<file path="src/rtl/sample_play_ctrl_if.sv">
// Sample playback controller bus bundle: sound-CPU register port plus the
// sample ROM address/data port and the DAC/status outputs.
interface sample_play_ctrl_if;
    logic        cpu_wr;
    logic [1:0]  cpu_addr;
    logic [7:0]  cpu_din;
    logic [7:0]  cpu_dout;
    logic [15:0] sample_addr_in;
    logic [1:0]  sample_addr_wr;
    logic        sample_inc;
    logic [7:0]  sample_data;
    logic [7:0]  dac_out;
    logic        busy;
    logic        end_pulse;

    // Environment side: CPU decode and sample ROM
    modport master (
        output cpu_wr, cpu_addr, cpu_din, sample_data,
        input  cpu_dout, sample_addr_in, sample_addr_wr, sample_inc,
               dac_out, busy, end_pulse
    );

    // Controller side
    modport slave (
        input  cpu_wr, cpu_addr, cpu_din, sample_data,
        output cpu_dout, sample_addr_in, sample_addr_wr, sample_inc,
               dac_out, busy, end_pulse
    );
endinterface

</file>
<file path="src/rtl/sample_play_ctrl.sv">
// Sample playback sequencer for the 256 KiB sample ROM port.
// CPU registers: 0 addr-lo, 1 addr-hi, 2 control {loop, stop, start}, 3 rate.
// Optional feature macro SAMPLE_LOOP_EN: control bit2 makes a start loop the
// sample (address reloaded from the start copy at each terminator) until stop.
module sample_play_ctrl #(
    parameter int         PRESCALE = 64,
    parameter int         ROM_LAT  = 2,
    parameter logic [7:0] DAC_IDLE = 8'h80
) (
    input  logic              clk,
    input  logic              reset_n,
    sample_play_ctrl_if.slave bus
);

    localparam int PRE_W = (PRESCALE > 1) ? $clog2(PRESCALE) : 1;
    localparam int LAT_W = (ROM_LAT > 0) ? $clog2(ROM_LAT + 1) : 1;
    // FETCH lasts ROM_LAT+1 cycles and CHECK one more; the first prescale step
    // after a WAIT reload is shortened by that overhead so CHECK-to-CHECK spacing
    // is exactly (rate+1)*PRESCALE.
    localparam int PRE_FIRST = PRESCALE - ROM_LAT - 3;

    typedef enum logic [2:0] {S_IDLE, S_FETCH, S_CHECK, S_WAIT, S_END} state_t;

    state_t           state_q;
    logic [LAT_W-1:0] lat_q;
    logic [PRE_W-1:0] pre_q;
    logic [7:0]       rcnt_q;
    logic [7:0]       rate_q;
    logic [12:0]      addr_in_q;
    logic [1:0]       addr_wr_q;
    logic             inc_q;
    logic [7:0]       dac_q;
    logic             busy_q;
    logic             end_pulse_q;
    logic             end_flag_q;
`ifdef SAMPLE_LOOP_EN
    logic             loop_q;
    logic [7:0]       lo_cpy_q;
    logic [4:0]       hi_cpy_q;
`endif

    logic wr_lo, wr_hi, wr_ctl, wr_rate, do_start, do_stop, tick;

    assign wr_lo    = bus.cpu_wr && (bus.cpu_addr == 2'd0);
    assign wr_hi    = bus.cpu_wr && (bus.cpu_addr == 2'd1);
    assign wr_ctl   = bus.cpu_wr && (bus.cpu_addr == 2'd2);
    assign wr_rate  = bus.cpu_wr && (bus.cpu_addr == 2'd3);
    assign do_stop  = wr_ctl && bus.cpu_din[1];
    assign do_start = wr_ctl && bus.cpu_din[0] && !bus.cpu_din[1];
    assign tick     = (pre_q == '0) && (rcnt_q == 8'd0);

    assign bus.cpu_dout       = {6'b000000, end_flag_q, busy_q};
    assign bus.sample_addr_in = {3'b000, addr_in_q};
    assign bus.sample_addr_wr = addr_wr_q;
    assign bus.sample_inc     = inc_q;
    assign bus.dac_out        = dac_q;
    assign bus.busy           = busy_q;
    assign bus.end_pulse      = end_pulse_q;

    // Register file, rate counter and playback FSM with registered outputs
    always_ff @(posedge clk or negedge reset_n) begin
        if (!reset_n) begin
            state_q     <= S_IDLE;
            lat_q       <= '0;
            pre_q       <= '0;
            rcnt_q      <= 8'd0;
            rate_q      <= 8'hFF;
            addr_in_q   <= '0;
            addr_wr_q   <= 2'b00;
            inc_q       <= 1'b0;
            dac_q       <= DAC_IDLE;
            busy_q      <= 1'b0;
            end_pulse_q <= 1'b0;
            end_flag_q  <= 1'b0;
`ifdef SAMPLE_LOOP_EN
            loop_q      <= 1'b0;
            lo_cpy_q    <= 8'h00;
            hi_cpy_q    <= 5'h00;
`endif
        end else begin
            addr_wr_q   <= 2'b00;
            inc_q       <= 1'b0;
            end_pulse_q <= 1'b0;

            // Rate counter runs down to zero while busy and holds there
            if (busy_q && !tick) begin
                if (pre_q == '0) begin
                    pre_q  <= PRE_W'(PRESCALE - 1);
                    rcnt_q <= rcnt_q - 8'd1;
                end else begin
                    pre_q <= pre_q - PRE_W'(1);
                end
            end

            if (wr_rate) rate_q <= bus.cpu_din;
            if (wr_lo) begin
                addr_in_q[7:0] <= bus.cpu_din;
                addr_wr_q      <= 2'b01;
            end
            if (wr_hi) begin
                addr_in_q[12:8] <= bus.cpu_din[4:0];
                addr_wr_q       <= 2'b10;
            end

            if (do_stop) begin
                state_q <= S_IDLE;
                busy_q  <= 1'b0;
                dac_q   <= DAC_IDLE;
            end else if (do_start) begin
                state_q    <= S_FETCH;
                lat_q      <= LAT_W'(ROM_LAT);
                busy_q     <= 1'b1;
                end_flag_q <= 1'b0;
                pre_q      <= PRE_W'(PRE_FIRST);
                rcnt_q     <= rate_q;
`ifdef SAMPLE_LOOP_EN
                loop_q     <= bus.cpu_din[2];
                lo_cpy_q   <= addr_in_q[7:0];
                hi_cpy_q   <= addr_in_q[12:8];
`endif
            end else if ((wr_lo || wr_hi) && busy_q) begin
                // The byte in flight belongs to the old address: refetch.
                // This also swallows the increment of a coinciding CHECK.
                state_q <= S_FETCH;
                lat_q   <= LAT_W'(ROM_LAT);
            end else begin
                case (state_q)
                    S_IDLE: begin
                        busy_q <= 1'b0;
                    end
                    S_FETCH: begin
                        if (lat_q == '0) state_q <= S_CHECK;
                        else             lat_q   <= lat_q - LAT_W'(1);
                    end
                    S_CHECK: begin
                        if (bus.sample_data == 8'h00) begin
                            state_q     <= S_END;
                            end_pulse_q <= 1'b1;
                            end_flag_q  <= 1'b1;
                            dac_q       <= DAC_IDLE;
`ifdef SAMPLE_LOOP_EN
                            if (loop_q) begin
                                addr_in_q <= {hi_cpy_q, lo_cpy_q};
                                addr_wr_q <= 2'b11;
                            end
`endif
                        end else begin
                            dac_q   <= bus.sample_data;
                            inc_q   <= 1'b1;
                            state_q <= S_WAIT;
                            pre_q   <= PRE_W'(PRE_FIRST);
                            rcnt_q  <= rate_q;
                        end
                    end
                    S_WAIT: begin
                        if (tick) begin
                            state_q <= S_FETCH;
                            lat_q   <= LAT_W'(ROM_LAT);
                        end
                    end
                    S_END: begin
`ifdef SAMPLE_LOOP_EN
                        if (loop_q) begin
                            state_q <= S_FETCH;
                            lat_q   <= LAT_W'(ROM_LAT);
                        end else begin
                            state_q <= S_IDLE;
                            busy_q  <= 1'b0;
                        end
`else
                        state_q <= S_IDLE;
                        busy_q  <= 1'b0;
`endif
                    end
                    default: begin
                        state_q <= S_IDLE;
                        busy_q  <= 1'b0;
                    end
                endcase
            end
        end
    end

endmodule

</file>
<file path="src/flat_wrapper.sv">
// flat-port wrapper written by rule: the top's interface ports become plain ports
module sample_play_ctrl_flat 
#(
    parameter int         PRESCALE = 64,
    parameter int         ROM_LAT  = 2,
    parameter logic [7:0] DAC_IDLE = 8'h80
)
  (clk, reset_n, bus_cpu_wr, bus_cpu_addr, bus_cpu_din, bus_sample_data, bus_cpu_dout, bus_sample_addr_in, bus_sample_addr_wr, bus_sample_inc, bus_dac_out, bus_busy, bus_end_pulse);
  sample_play_ctrl_if bus_i ();
  input  logic clk;
  input  logic reset_n;
  input wire logic [$bits(bus_i.cpu_wr)-1:0] bus_cpu_wr;
  input wire logic [$bits(bus_i.cpu_addr)-1:0] bus_cpu_addr;
  input wire logic [$bits(bus_i.cpu_din)-1:0] bus_cpu_din;
  input wire logic [$bits(bus_i.sample_data)-1:0] bus_sample_data;
  output wire logic [$bits(bus_i.cpu_dout)-1:0] bus_cpu_dout;
  output wire logic [$bits(bus_i.sample_addr_in)-1:0] bus_sample_addr_in;
  output wire logic [$bits(bus_i.sample_addr_wr)-1:0] bus_sample_addr_wr;
  output wire logic [$bits(bus_i.sample_inc)-1:0] bus_sample_inc;
  output wire logic [$bits(bus_i.dac_out)-1:0] bus_dac_out;
  output wire logic [$bits(bus_i.busy)-1:0] bus_busy;
  output wire logic [$bits(bus_i.end_pulse)-1:0] bus_end_pulse;
  assign bus_i.cpu_wr = bus_cpu_wr;
  assign bus_i.cpu_addr = bus_cpu_addr;
  assign bus_i.cpu_din = bus_cpu_din;
  assign bus_i.sample_data = bus_sample_data;
  assign bus_cpu_dout = bus_i.cpu_dout;
  assign bus_sample_addr_in = bus_i.sample_addr_in;
  assign bus_sample_addr_wr = bus_i.sample_addr_wr;
  assign bus_sample_inc = bus_i.sample_inc;
  assign bus_dac_out = bus_i.dac_out;
  assign bus_busy = bus_i.busy;
  assign bus_end_pulse = bus_i.end_pulse;
  sample_play_ctrl #(.PRESCALE(PRESCALE), .ROM_LAT(ROM_LAT), .DAC_IDLE(DAC_IDLE)) u_core (.clk(clk), .reset_n(reset_n), .bus(bus_i));
endmodule
</file>
<file path="config.mk">
export PLATFORM = sky130hd
export DESIGN_NAME = sample_play_ctrl_flat
export DESIGN_NICKNAME = d
export VERILOG_FILES = /design/src/rtl/sample_play_ctrl_if.sv /design/src/rtl/sample_play_ctrl.sv /design/src/flat_wrapper.sv
export SDC_FILE = /design/constraint.sdc
export NUM_CORES = 1
export LEC_CHECK = 0
export BUFFER_PORTS_ARGS = -buffer_cell sky130_fd_sc_hd__buf_2
export CAP_MARGIN = 20
export CORE_MARGIN = 2
export CORE_UTILIZATION = 54
export DETAILED_ROUTE_END_ITERATION = 6
export MAX_ROUTING_LAYER = met4
export PLACE_DENSITY = 0.8
export RECOVER_POWER = 25
export SYNTH_ARGS = -nofsm -noshare
export SYNTH_HDL_FRONTEND = slang
export SYNTH_SLANG_ARGS = --single-unit
</file>
<file path="constraint.sdc">
create_clock -name clk -period 2.3 [get_ports clk]
set_input_delay 0.46 -clock clk [delete_from_list [all_inputs] [get_ports clk]]
set_output_delay 0.46 -clock clk [all_outputs]
set_load 0.02 [all_outputs]
</file>
==> results.toml <==
[clock_tree]
postCtsSetupBuffers = 0
clkTransAtPathRegs_ps = 100
post_cts_resized = 0
cts_tree = "built"
insertion_delay_ps = 310
cts_buffer_depth = 2
htreeDepth = 2
numCtsBuffers = 5
cts_hold_buf = 0
cts_sinks = 54
cts_root_buf = "clkbuf_8"

[timing]
finalHoldViolCount = 0
period_needed_ps = 2160
final_max_slew_viol_count = 0
worst_pin_slew_ps = 1180
clock_skew_ps = 7.15
max_freq_mhz = 464
timing.setup.tns_ps = 0
slew_headroom = 0.215
fin_ws_ps = 145
timing.final.crit_share = 0.937
setup_viol = 0
rsz0062_at_grt = "false"

[route]
ant_nets = 0
routed_wl_um = 4790
drt-initial-drc-count = 77
firstDrtPassIters = 4
drc_errors = 0
wl_per_cell_um = 14.3
dr_total_vias = 1829
vias_per_cell = 5.46

[power]
power.switching_uw = 1030
seqPwrFrac = 0.493
p_leak_uw = 0.00138
pwr-share-comb = 0.324
p_int_uw = 1910
p_sw_frac = 0.351
ir_drop_mv = 0.534
powerDensity_nw_per_um2 = 990
post-layout-total-power_uw = 2940
clockPowerShare = 0.183

[placed_design]
io_buffers = 48
post-place-ws_ps = 161
hpwl_um = 3650
gp_congestion = 0.915

[yosys]
synth.most_common_cell = "dfrtp_1"
ys_top_cells_by_area = "dfrtp_1 (43%), mux2_2 (9.5%), dfstp_2 (9.1%), buf_4 (3.2%), a21oi_1 (2.7%)"
synth_cell_type_count = 51
synth_largest_area_cell = "dfrtp_1"
synth_top_area_frac = 0.431
ys_top_cells_by_count = "dfrtp_1 (45), mux2_2 (22), a21oi_1 (14)"
synth_edf_count = 0
synthCells = 229
synth_flop_cell = "dfrtp_1"
ys_warn_count = 0
synthArstFlopShare = 1.00
ys_ff_latch = 54
syn_area_um2 = 2610
ys_seq_area_frac = 0.522
synth_area_per_cell_um2 = 11.4

[worst_hold_path]
hold_path.class = "in -> async"

[setup_path]
critical_path_class = "reg -> reg"
critPathLaunchType = "flop"
worstPathArrival_ps = 2410
path_max_fanout = 8
end_kind = "flop"
worst-endpoint-required_ps = 2560

[status]
status = "finished clean"

[global_routing]
grt_pass1_wl_um = 8050
antenna_found_initial = 0
grt_pass1_vias = 1737
grt.total_usage = 0.199
grt_overflow_total = 0
grt_max_degree = 32

[floorplanning]
chipWidth_um = 73.5
fp.dieH_um = 73.5
die_area_um2 = 5410
core_area_um2 = 4690
start_util = 0.556
io_pins = 58
rows = 25

[run]
drv_cap = 0

[final_layout]
areaGrowthSynthToFinish_pct = 13.7
nets = 304
drive_gt1_frac = 0.359
final_util = 0.633
n_antenna_cell = 0
==> power by group through the flow <==
stage / clock network, uW / registers, uW / logic (uW)
2_1_floorplan: 0 / 1580 / 548
4_1_cts: 555 / 1450 / 968
3_5_place_dp: 0 / 1460 / 965
3_3_place_gp: 0 / 1450 / 931
5_1_grt: 585 / 1490 / 1060
6_report: 539 / 1450 / 951
==> routing by layer <==
layer / wire length [um] / vias to the layer above / track usage
met5: 0 / - / -
met4: 67 / 0 / 0.0545
met3: 191 / 5 / 0.0412
met2: 2280 / 43 / 0.305
met1: 2250 / 867 / 0.270
li1: - / 914 / -
==> metrics by stage <==
step	instances	hold slack, ps	cell area [um^2]
4_1_cts	335	130	2980
3_3_place_gp	327	456	2890
3_5_place_dp	327	462	2890
2_1_floorplan	237	164	2640
5_1_grt	335	383	2970
6_report	335	364	2970
==> layout make-up <==
cell class	instances	area [um^2]
clock inverters	3	26.3
multi-input cells	156	1130
fillers	361	1720
flip-flops and latches	54	1360
inverters	9	33.8
clock buffers	5	68.8
well taps	54	67.6
repair buffers	54	282
==> kinds of logic (layout without fill, tap and decap cells) <==
logic type,Yosys count,count (layout),share of synthesized area
xor gates and xnor gates,8,8,0.0268
muxes,25,25,0.107
AOI/OAI and AO/OA,48,48,0.131
buffers and inverters,27,71,0.0575
adders and majority gates,3,3,0.0144
DFF,54,54,0.522
other,1,9,0.00144
and+or+nand+nor,63,63,0.139
==> placed cells by master (no fill, tap or decap), drive strengths merged, types with 2 or more instances in the layout <==
| master | count |
|---|---|
| nor3b | 2 |
| and3 | 3 |
| xnor2 | 6 |
| dfstp | 9 |
| clkinv | 3 |
| and2 | 4 |
| nor2b | 2 |
| a2111oi | 2 |
| nand2 | 12 |
| or2 | 2 |
| or3 | 2 |
| a21oi | 14 |
| a211oi | 4 |
| xor2 | 2 |
| o211ai | 7 |
| nor4 | 4 |
| inv | 9 |
| clkbuf | 7 |
| dfrtp | 45 |
| nand3 | 2 |
| mux2i | 2 |
| ha | 3 |
| nand2b | 4 |
| a22o | 7 |
| buf | 52 |
| nor2 | 13 |
| conb | 9 |
| or4 | 3 |
| o21ai | 7 |
| mux2 | 23 |
| nor3 | 3 |
==> state kept, by name (all words and copies together) (netlist names), 2 cells and up <==
signal                     count
u_core.addr_in_q              13
u_core.bus.dac_out             8
u_core.bus.sample_addr_wr      2
u_core.lat_q                   2
u_core.pre_q                   6
u_core.rate_q                  8
u_core.rcnt_q                  8
u_core.state_q                 3
==> worst max-delay path, stage by stage (launching register included) <==
cell and delay, ps:
dfrtp_1 430, or4_4 560, or3_1 530, o21ai_1 190
mux2_1 330, nand2_1 60
==> path summary, 6_finish.rpt <==
check / startpoint / end / slack, ps / depth (start not counted)
max: u_core.rcnt_q[3]$_DFF_PN0_ / u_core.pre_q[3]$_DFF_PN0_ / 140 / 5
min: reset_n / u_core.addr_in_q[6]$_DFFE_PN0P_ / 360 / 1
max reg2reg: u_core.rcnt_q[3]$_DFF_PN0_ / u_core.pre_q[3]$_DFF_PN0_ / 140 / 5
min reg2reg: u_core.lat_q[0]$_DFFE_PN0P_ / u_core.lat_q[0]$_DFFE_PN0P_ / 480 / 1
max in group asynchronous: reset_n / u_core.bus.busy$_DFFE_PN0P_ / 600 / 2
min in group clk: bus_sample_data[0] / u_core.bus.dac_out[0]$_DFFE_PN0P_ / 380 / 2
No activity file was read; power rests on OpenSTA's default activity.
